==> src/rtl/gshare_predictor_if.sv <==
// ---------------------------------------------------------------------------
// gshare_predictor_if
// Groups the fetch-side prediction signals and the resolve-side training
// signals of the gshare branch predictor.
//
// Signals:
//   fetch_pc         fetch PC of the current cycle (word aligned)
//   pred_taken       predicted direction
//   pred_target      predicted next PC
//   pred_ghr         history value used for this prediction
//   upd_valid        a conditional branch resolved this cycle
//   upd_pc           PC of the resolved branch
//   upd_ghr          pred_ghr snapshot taken when the branch was fetched
//   upd_taken        actual direction
//   upd_target       actual taken target
//   upd_pred_taken   direction that was predicted for the branch
//   mispredict_count direction mispredicts since reset
//
// Modports: master drives fetch/training (pipeline, bench),
//           slave is the predictor itself.
// ---------------------------------------------------------------------------
interface gshare_predictor_if #(
    parameter int GHR_BITS = 6
);
    logic [31:0]         fetch_pc;
    logic                pred_taken;
    logic [31:0]         pred_target;
    logic [GHR_BITS-1:0] pred_ghr;
    logic                upd_valid;
    logic [31:0]         upd_pc;
    logic [GHR_BITS-1:0] upd_ghr;
    logic                upd_taken;
    logic [31:0]         upd_target;
    logic                upd_pred_taken;
    logic [31:0]         mispredict_count;

    modport master (
        output fetch_pc, upd_valid, upd_pc, upd_ghr, upd_taken,
               upd_target, upd_pred_taken,
        input  pred_taken, pred_target, pred_ghr, mispredict_count
    );

    modport slave (
        input  fetch_pc, upd_valid, upd_pc, upd_ghr, upd_taken,
               upd_target, upd_pred_taken,
        output pred_taken, pred_target, pred_ghr, mispredict_count
    );
endinterface

==> src/rtl/gshare_predictor.sv <==
// ---------------------------------------------------------------------------
// gshare_predictor
// Global-history (gshare) direction predictor with a direct-mapped BTB.
// Prediction is purely combinational from fetch_pc; training happens on the
// rising edge when upd_valid is high. A running mispredict counter is kept
// for performance runs.
//
// Ports:
//   clk    system clock, all state updates on the rising edge
//   reset  synchronous, active-high; upd_valid is ignored while high
//   bus    gshare_predictor_if.slave (fetch, prediction and training signals)
//
// Handshake: there is no backpressure. upd_valid alone qualifies the
// training signals for the cycle it is high; fetch_pc is consumed every cycle.
// ---------------------------------------------------------------------------
module gshare_predictor #(
    parameter int GHR_BITS     = 6,
    parameter int BTB_IDX_BITS = 4
) (
    input  logic               clk,
    input  logic               reset,
    gshare_predictor_if.slave  bus
);
    localparam int PHT_N = 1 << GHR_BITS;
    localparam int BTB_N = 1 << BTB_IDX_BITS;
    localparam int TAG_W = 30 - BTB_IDX_BITS;

    // State arrays
    logic [GHR_BITS-1:0] r_ghr;
    logic [1:0]          r_pht        [PHT_N];
    logic                r_btb_valid  [BTB_N];
    logic [TAG_W-1:0]    r_btb_tag    [BTB_N];
    logic [31:0]         r_btb_target [BTB_N];
    logic [31:0]         r_mispredict_count;

    // Prediction path
    logic [GHR_BITS-1:0]     w_pidx;
    logic [BTB_IDX_BITS-1:0] w_bidx;
    logic                    w_hit;
    logic                    w_taken;

    assign w_pidx  = bus.fetch_pc[GHR_BITS+1:2] ^ r_ghr;
    assign w_bidx  = bus.fetch_pc[BTB_IDX_BITS+1:2];
    assign w_hit   = r_btb_valid[w_bidx] &&
                     (r_btb_tag[w_bidx] == bus.fetch_pc[31:2+BTB_IDX_BITS]);
    // A strong PHT vote is useless without a target, so a BTB miss forces
    // a not-taken guess.
    assign w_taken = r_pht[w_pidx][1] & w_hit;

    assign bus.pred_taken       = w_taken;
    assign bus.pred_target      = w_taken ? r_btb_target[w_bidx]
                                          : bus.fetch_pc + 32'd4;
    assign bus.pred_ghr         = r_ghr;
    assign bus.mispredict_count = r_mispredict_count;

    // Training path: index with the history snapshot carried down the
    // pipeline, not the live GHR, so the same counter that made the
    // prediction is the one trained.
    logic [GHR_BITS-1:0]     w_uidx;
    logic [BTB_IDX_BITS-1:0] w_ubidx;
    logic [1:0]              w_pht_cur;
    logic [1:0]              w_pht_next;
    logic                    w_mispredict;

    assign w_uidx       = bus.upd_pc[GHR_BITS+1:2] ^ bus.upd_ghr;
    assign w_ubidx      = bus.upd_pc[BTB_IDX_BITS+1:2];
    assign w_pht_cur    = r_pht[w_uidx];
    assign w_mispredict = (bus.upd_pred_taken != bus.upd_taken) &&
                          (r_mispredict_count != 32'hFFFF_FFFF);

    always_comb begin
        w_pht_next = w_pht_cur;
        if (bus.upd_taken && (w_pht_cur != 2'b11)) begin
            w_pht_next = w_pht_cur + 2'd1;
        end else if (!bus.upd_taken && (w_pht_cur != 2'b00)) begin
            w_pht_next = w_pht_cur - 2'd1;
        end
    end

    // Resettable state: history, counters, BTB valid bits, mispredict count.
    always_ff @(posedge clk) begin
        if (reset) begin
            r_ghr              <= '0;
            r_mispredict_count <= '0;
            for (int i = 0; i < PHT_N; i++) begin
                r_pht[i] <= 2'b01;
            end
            for (int i = 0; i < BTB_N; i++) begin
                r_btb_valid[i] <= 1'b0;
            end
        end else if (bus.upd_valid) begin
            r_pht[w_uidx] <= w_pht_next;
            r_ghr         <= {r_ghr[GHR_BITS-2:0], bus.upd_taken};
            if (bus.upd_taken) begin
                r_btb_valid[w_ubidx] <= 1'b1;
            end
            if (w_mispredict) begin
                r_mispredict_count <= r_mispredict_count + 32'd1;
            end
        end
    end

    // BTB payload needs no reset; it is qualified by the valid bit.
    always_ff @(posedge clk) begin
        if (!reset && bus.upd_valid && bus.upd_taken) begin
            r_btb_tag[w_ubidx]    <= bus.upd_pc[31:2+BTB_IDX_BITS];
            r_btb_target[w_ubidx] <= bus.upd_target;
        end
    end
endmodule
==> src/flat_wrapper.sv <==
// flat-port wrapper written by rule: the top's interface ports become plain ports
module gshare_predictor_flat 
#(
    parameter int GHR_BITS     = 6,
    parameter int BTB_IDX_BITS = 4
)
  (clk, reset, bus_fetch_pc, bus_upd_valid, bus_upd_pc, bus_upd_ghr, bus_upd_taken, bus_upd_target, bus_upd_pred_taken, bus_pred_taken, bus_pred_target, bus_pred_ghr, bus_mispredict_count);
  gshare_predictor_if #(.GHR_BITS(GHR_BITS)) bus_i ();
  input  logic clk;
  input  logic reset;
  input wire logic [$bits(bus_i.fetch_pc)-1:0] bus_fetch_pc;
  input wire logic [$bits(bus_i.upd_valid)-1:0] bus_upd_valid;
  input wire logic [$bits(bus_i.upd_pc)-1:0] bus_upd_pc;
  input wire logic [$bits(bus_i.upd_ghr)-1:0] bus_upd_ghr;
  input wire logic [$bits(bus_i.upd_taken)-1:0] bus_upd_taken;
  input wire logic [$bits(bus_i.upd_target)-1:0] bus_upd_target;
  input wire logic [$bits(bus_i.upd_pred_taken)-1:0] bus_upd_pred_taken;
  output wire logic [$bits(bus_i.pred_taken)-1:0] bus_pred_taken;
  output wire logic [$bits(bus_i.pred_target)-1:0] bus_pred_target;
  output wire logic [$bits(bus_i.pred_ghr)-1:0] bus_pred_ghr;
  output wire logic [$bits(bus_i.mispredict_count)-1:0] bus_mispredict_count;
  assign bus_i.fetch_pc = bus_fetch_pc;
  assign bus_i.upd_valid = bus_upd_valid;
  assign bus_i.upd_pc = bus_upd_pc;
  assign bus_i.upd_ghr = bus_upd_ghr;
  assign bus_i.upd_taken = bus_upd_taken;
  assign bus_i.upd_target = bus_upd_target;
  assign bus_i.upd_pred_taken = bus_upd_pred_taken;
  assign bus_pred_taken = bus_i.pred_taken;
  assign bus_pred_target = bus_i.pred_target;
  assign bus_pred_ghr = bus_i.pred_ghr;
  assign bus_mispredict_count = bus_i.mispredict_count;
  gshare_predictor #(.GHR_BITS(GHR_BITS), .BTB_IDX_BITS(BTB_IDX_BITS)) u_core (.clk(clk), .reset(reset), .bus(bus_i));
endmodule
==> config.mk <==
export PLATFORM = sky130hd
export DESIGN_NAME = gshare_predictor_flat
export DESIGN_NICKNAME = d
export VERILOG_FILES = /design/src/rtl/gshare_predictor_if.sv /design/src/rtl/gshare_predictor.sv /design/src/flat_wrapper.sv
export SDC_FILE = /design/constraint.sdc
export NUM_CORES = 1
export LEC_CHECK = 0
export CAP_MARGIN = 20
export CORE_MARGIN = 2
export CORE_UTILIZATION = 40
export CTS_CLUSTER_SIZE = 10
export DETAILED_ROUTE_END_ITERATION = 10
export PLACE_DENSITY = 0.53
export REMOVE_ABC_BUFFERS = 1
export SYNTH_ARGS = -nofsm -noshare
export SYNTH_HDL_FRONTEND = slang
export SYNTH_SLANG_ARGS = --single-unit
==> constraint.sdc <==
create_clock -name clk -period 9.2 [get_ports clk]
set_input_delay 2.3 -clock clk [delete_from_list [all_inputs] [get_ports clk]]
set_output_delay 2.3 -clock clk [all_outputs]
set_load 0.01 [all_outputs]
==> flow_metrics.py <==
metrics = {
    "logic_synthesis": {
        "yosysMostFrequentCell": "edfxtp_1",
        "async_flop_share_pct": 0,
        "synth_top_cells_by_count": "edfxtp_1, mux4_2, nor2_1, mux4_1, o22ai_1",
        "synth_top_area_share_pct": 67.81,
        "synth_edf_count": 1056,
        "avgSynthCellArea_um2": 18.62,
        "synthesis.area_mm2": 0.04677,
        "yosysUniqueCellTypes": 79,
        "yosysTopAreaCell": "edfxtp_1",
        "synth.yosys.seq_area_share_pct": 70.12,
        "syn_inst": 2512,
        "synth_ff_type": "edfxtp_1",
        "synth_seq_cells": 1110,
        "ys_top_cells_by_area": "edfxtp_1, mux4_2, mux4_1",
        "ys.warnings.count": 0,
    },
    "timing": {
        "slew_headroom_pct": 22.05,
        "finalHoldViolations": 0,
        "fin_crit_ns": 8.984,
        "final.period_utilization_pct": 97.66,
        "drv_slew": 0,
        "setup_violations": 0,
        "fin_skew_ns": 0.04035,
        "worstMarginPinSlew_ns": 1.165,
        "grt_setup_unrepaired": "no",
        "setup_tns_ns": 0,
        "max_freq_ghz": 0.1113,
    },
    "clocking": {
        "cts-hold-fix-buffers": 0,
        "post-cts-setup-buffers": 0,
        "cts-root-buf": "clkbuf_16",
        "cts_tree": "built",
        "cts-resized-gates": 0,
        "worstSkewPairLatency_ns": 0.73,
        "clock_path_buffers": 3,
        "path_clk_slew_ns": 0.05,
        "clkSinkCount": 1110,
        "cts.htree.levels": 4,
        "cts_buffers": 133,
    },
    "routing": {
        "antenna_left": 0,
        "drc": 0,
        "wl_per_cell_um": 29.19,
        "firstDrtPassIters": 5,
        "drtIter0Drc": 2323,
        "wl_um": 126700,
        "via_count": 25300,
        "vias_per_cell": 5.828,
    },
    "critical_path": {
        "worstSetupPathType": "primary input to output port",
        "critPathLaunch": "bus_fetch_pc[3]",
        "worst-r2r-cell-count": 11,
        "rrSetupSlack_ns": 5.18,
        "path_max_fanout": 28,
        "crit_arrival_ns": 6.68,
        "reg2reg_from": "u_core.r_pht[13][0]$_SDFFCE_PN1P_",
        "critPathRequiredTime_ns": 6.90,
        "start_kind": "primary input",
        "cp-end-kind": "output port",
    },
    "placed_design": {
        "port_buffers": 175,
        "dpl.hpwl_um": 75580,
        "gp_congestion": 0.9131,
    },
    "power": {
        "power_density_mw_per_mm2": 205.4,
        "leakage_nw": 17.72,
        "ir_drop_mv": 0.1596,
    },
    "job": {
        "drv_cap": 0,
    },
    "final_layout": {
        "seq_area_mm2": 0.03279,
        "nNetsFinal": 2880,
        "multiInputGateArea_mm2": 0.01297,
        "area_growth_pct": 16.18,
        "finish.utilization_pct": 46.82,
        "fill_cells": 9773,
        "drive_gt1_share_pct": 20.28,
    },
    "global_routing": {
        "grt_pass1_wl_um": 183200,
        "grt_pass1_vias": 26030,
        "grt_overflow": 0,
        "grt_usage_pct": 21.07,
        "grt_start_max_net_pins": 81,
        "antenna_found_initial": 10,
    },
    "die": {
        "die_area_mm2": 0.1197,
        "die_h_um": 345.9,
        "die_w_um": 345.9,
        "start_util_pct": 40.30,
        "core_area_mm2": 0.1160,
        "io_pins": 178,
        "placementRows": 125,
    },
    "hold_path": {
        "hold_depth": 2,
        "min_from": "u_core.r_btb_valid[4]$_DFF_P_",
        "min_path_type": "register to register",
    },
    "run_status": {
        "outcome": "completed",
    },
}
-- stage by stage --
stage               power, mW  instance area (um^2)  instances  hold slack [ns]  setup WS, ns
finish                  11.16                 54330       4341           0.4721        0.2157
global route            11.51                 54330       4339           0.4901       0.05793
CTS                     11.27                 54300       4336           0.4709        0.2610
detailed placement      6.485                 50440       4155           0.4624        0.2774
global placement        6.470                 50440       4155           0.4584        0.2883
floorplan               6.063                 45770       2352           0.4455        0.9572
-- worst max-delay path: stages --
cell and delay, ns:
buf_8 0.29, buf_4 0.34, mux4_2 0.52, mux2i_1 0.27
xnor2_1 0.18, nor4_1 0.20, o21ai_0 0.24, nand2b_1 0.22
or4_1 0.40, nor4_1 0.85, buf_4 0.24, clkdlybuf4s50_1 0.55
-- sequential cells by signal, summed over array words and instances (netlist names) --
| signal | cells |
|---|---|
| u_core.r_btb_tag | 416 |
| u_core.r_btb_target | 512 |
| u_core.r_pht | 128 |
| u_core.bus.pred_ghr | 6 |
| u_core.r_btb_valid | 16 |
| u_core.bus.mispredict_count | 32 |
-- final timing paths --
| kind | to |
|---|---|
| worst min-delay path | u_core.r_btb_valid[4]$_DFF_P_ |
| worst max-delay path | bus_pred_taken |
| worst max register to register | u_core.r_pht[10][1]$_SDFFCE_PN0P_ |
| worst min register to register | u_core.r_btb_valid[4]$_DFF_P_ |
-- report_power, final --
group,switching [mW],internal (mW),total [mW],leakage (nW)
clock,2.00,2.78,4.78,1.87
sequential,0.0162,5.58,5.59,9.89
combinational,0.484,0.310,0.794,5.96
-- metal layers --
layer,global-route usage [%],wire length (um),vias up
met5,0,109,-
met4,5.044,2322,16
met3,4.662,8649,200
met2,34.81,62240,951
met1,28.47,53400,13340
li1,-,-,10790
-- logic make-up (layout without fill, tap and decap cells) --
logic type      count (synthesis)  after routing  synth area share [%]
flops                        1110           1110                 70.12
simple gates                  490            490                 5.487
mux                           369            369                 16.24
compound gates                240            240                 3.679
buf+inv                       198            501                 2.445
xor+xnor                      101            101                 1.924
fa+ha+maj                       4              4                0.1070
other cells                     0              2                     0
-- area by class of cell --
type	instances	area share [%]
Clock buffer	165	6.632
Multi-Input combinational cell	1204	23.88
Clock inverter	16	0.4813
Sequential cell	1110	60.35
Timing Repair Buffer	282	4.877
Tap cell	1524	3.509
Antenna cell	2	0.009211
Inverter	38	0.2648
-- cell usage in the layout (no fill, tap or decap), types with 30 or more instances in the layout --
master,count
nor2_1,102
dfxtp_1,54
nand2_1,79
mux4_2,195
buf_4,100
mux4_1,80
inv_1,34
mux2_4,30
nand3_1,78
xnor2_1,61
mux2i_1,56
edfxtp_1,1056
clkdlybuf4s50_1,170
o22ai_1,80
and2_1,33
and3_1,52
a21o_1,40
clkbuf_16,137
xor2_1,38
Note: power is estimated with default switching activity, not from simulation.
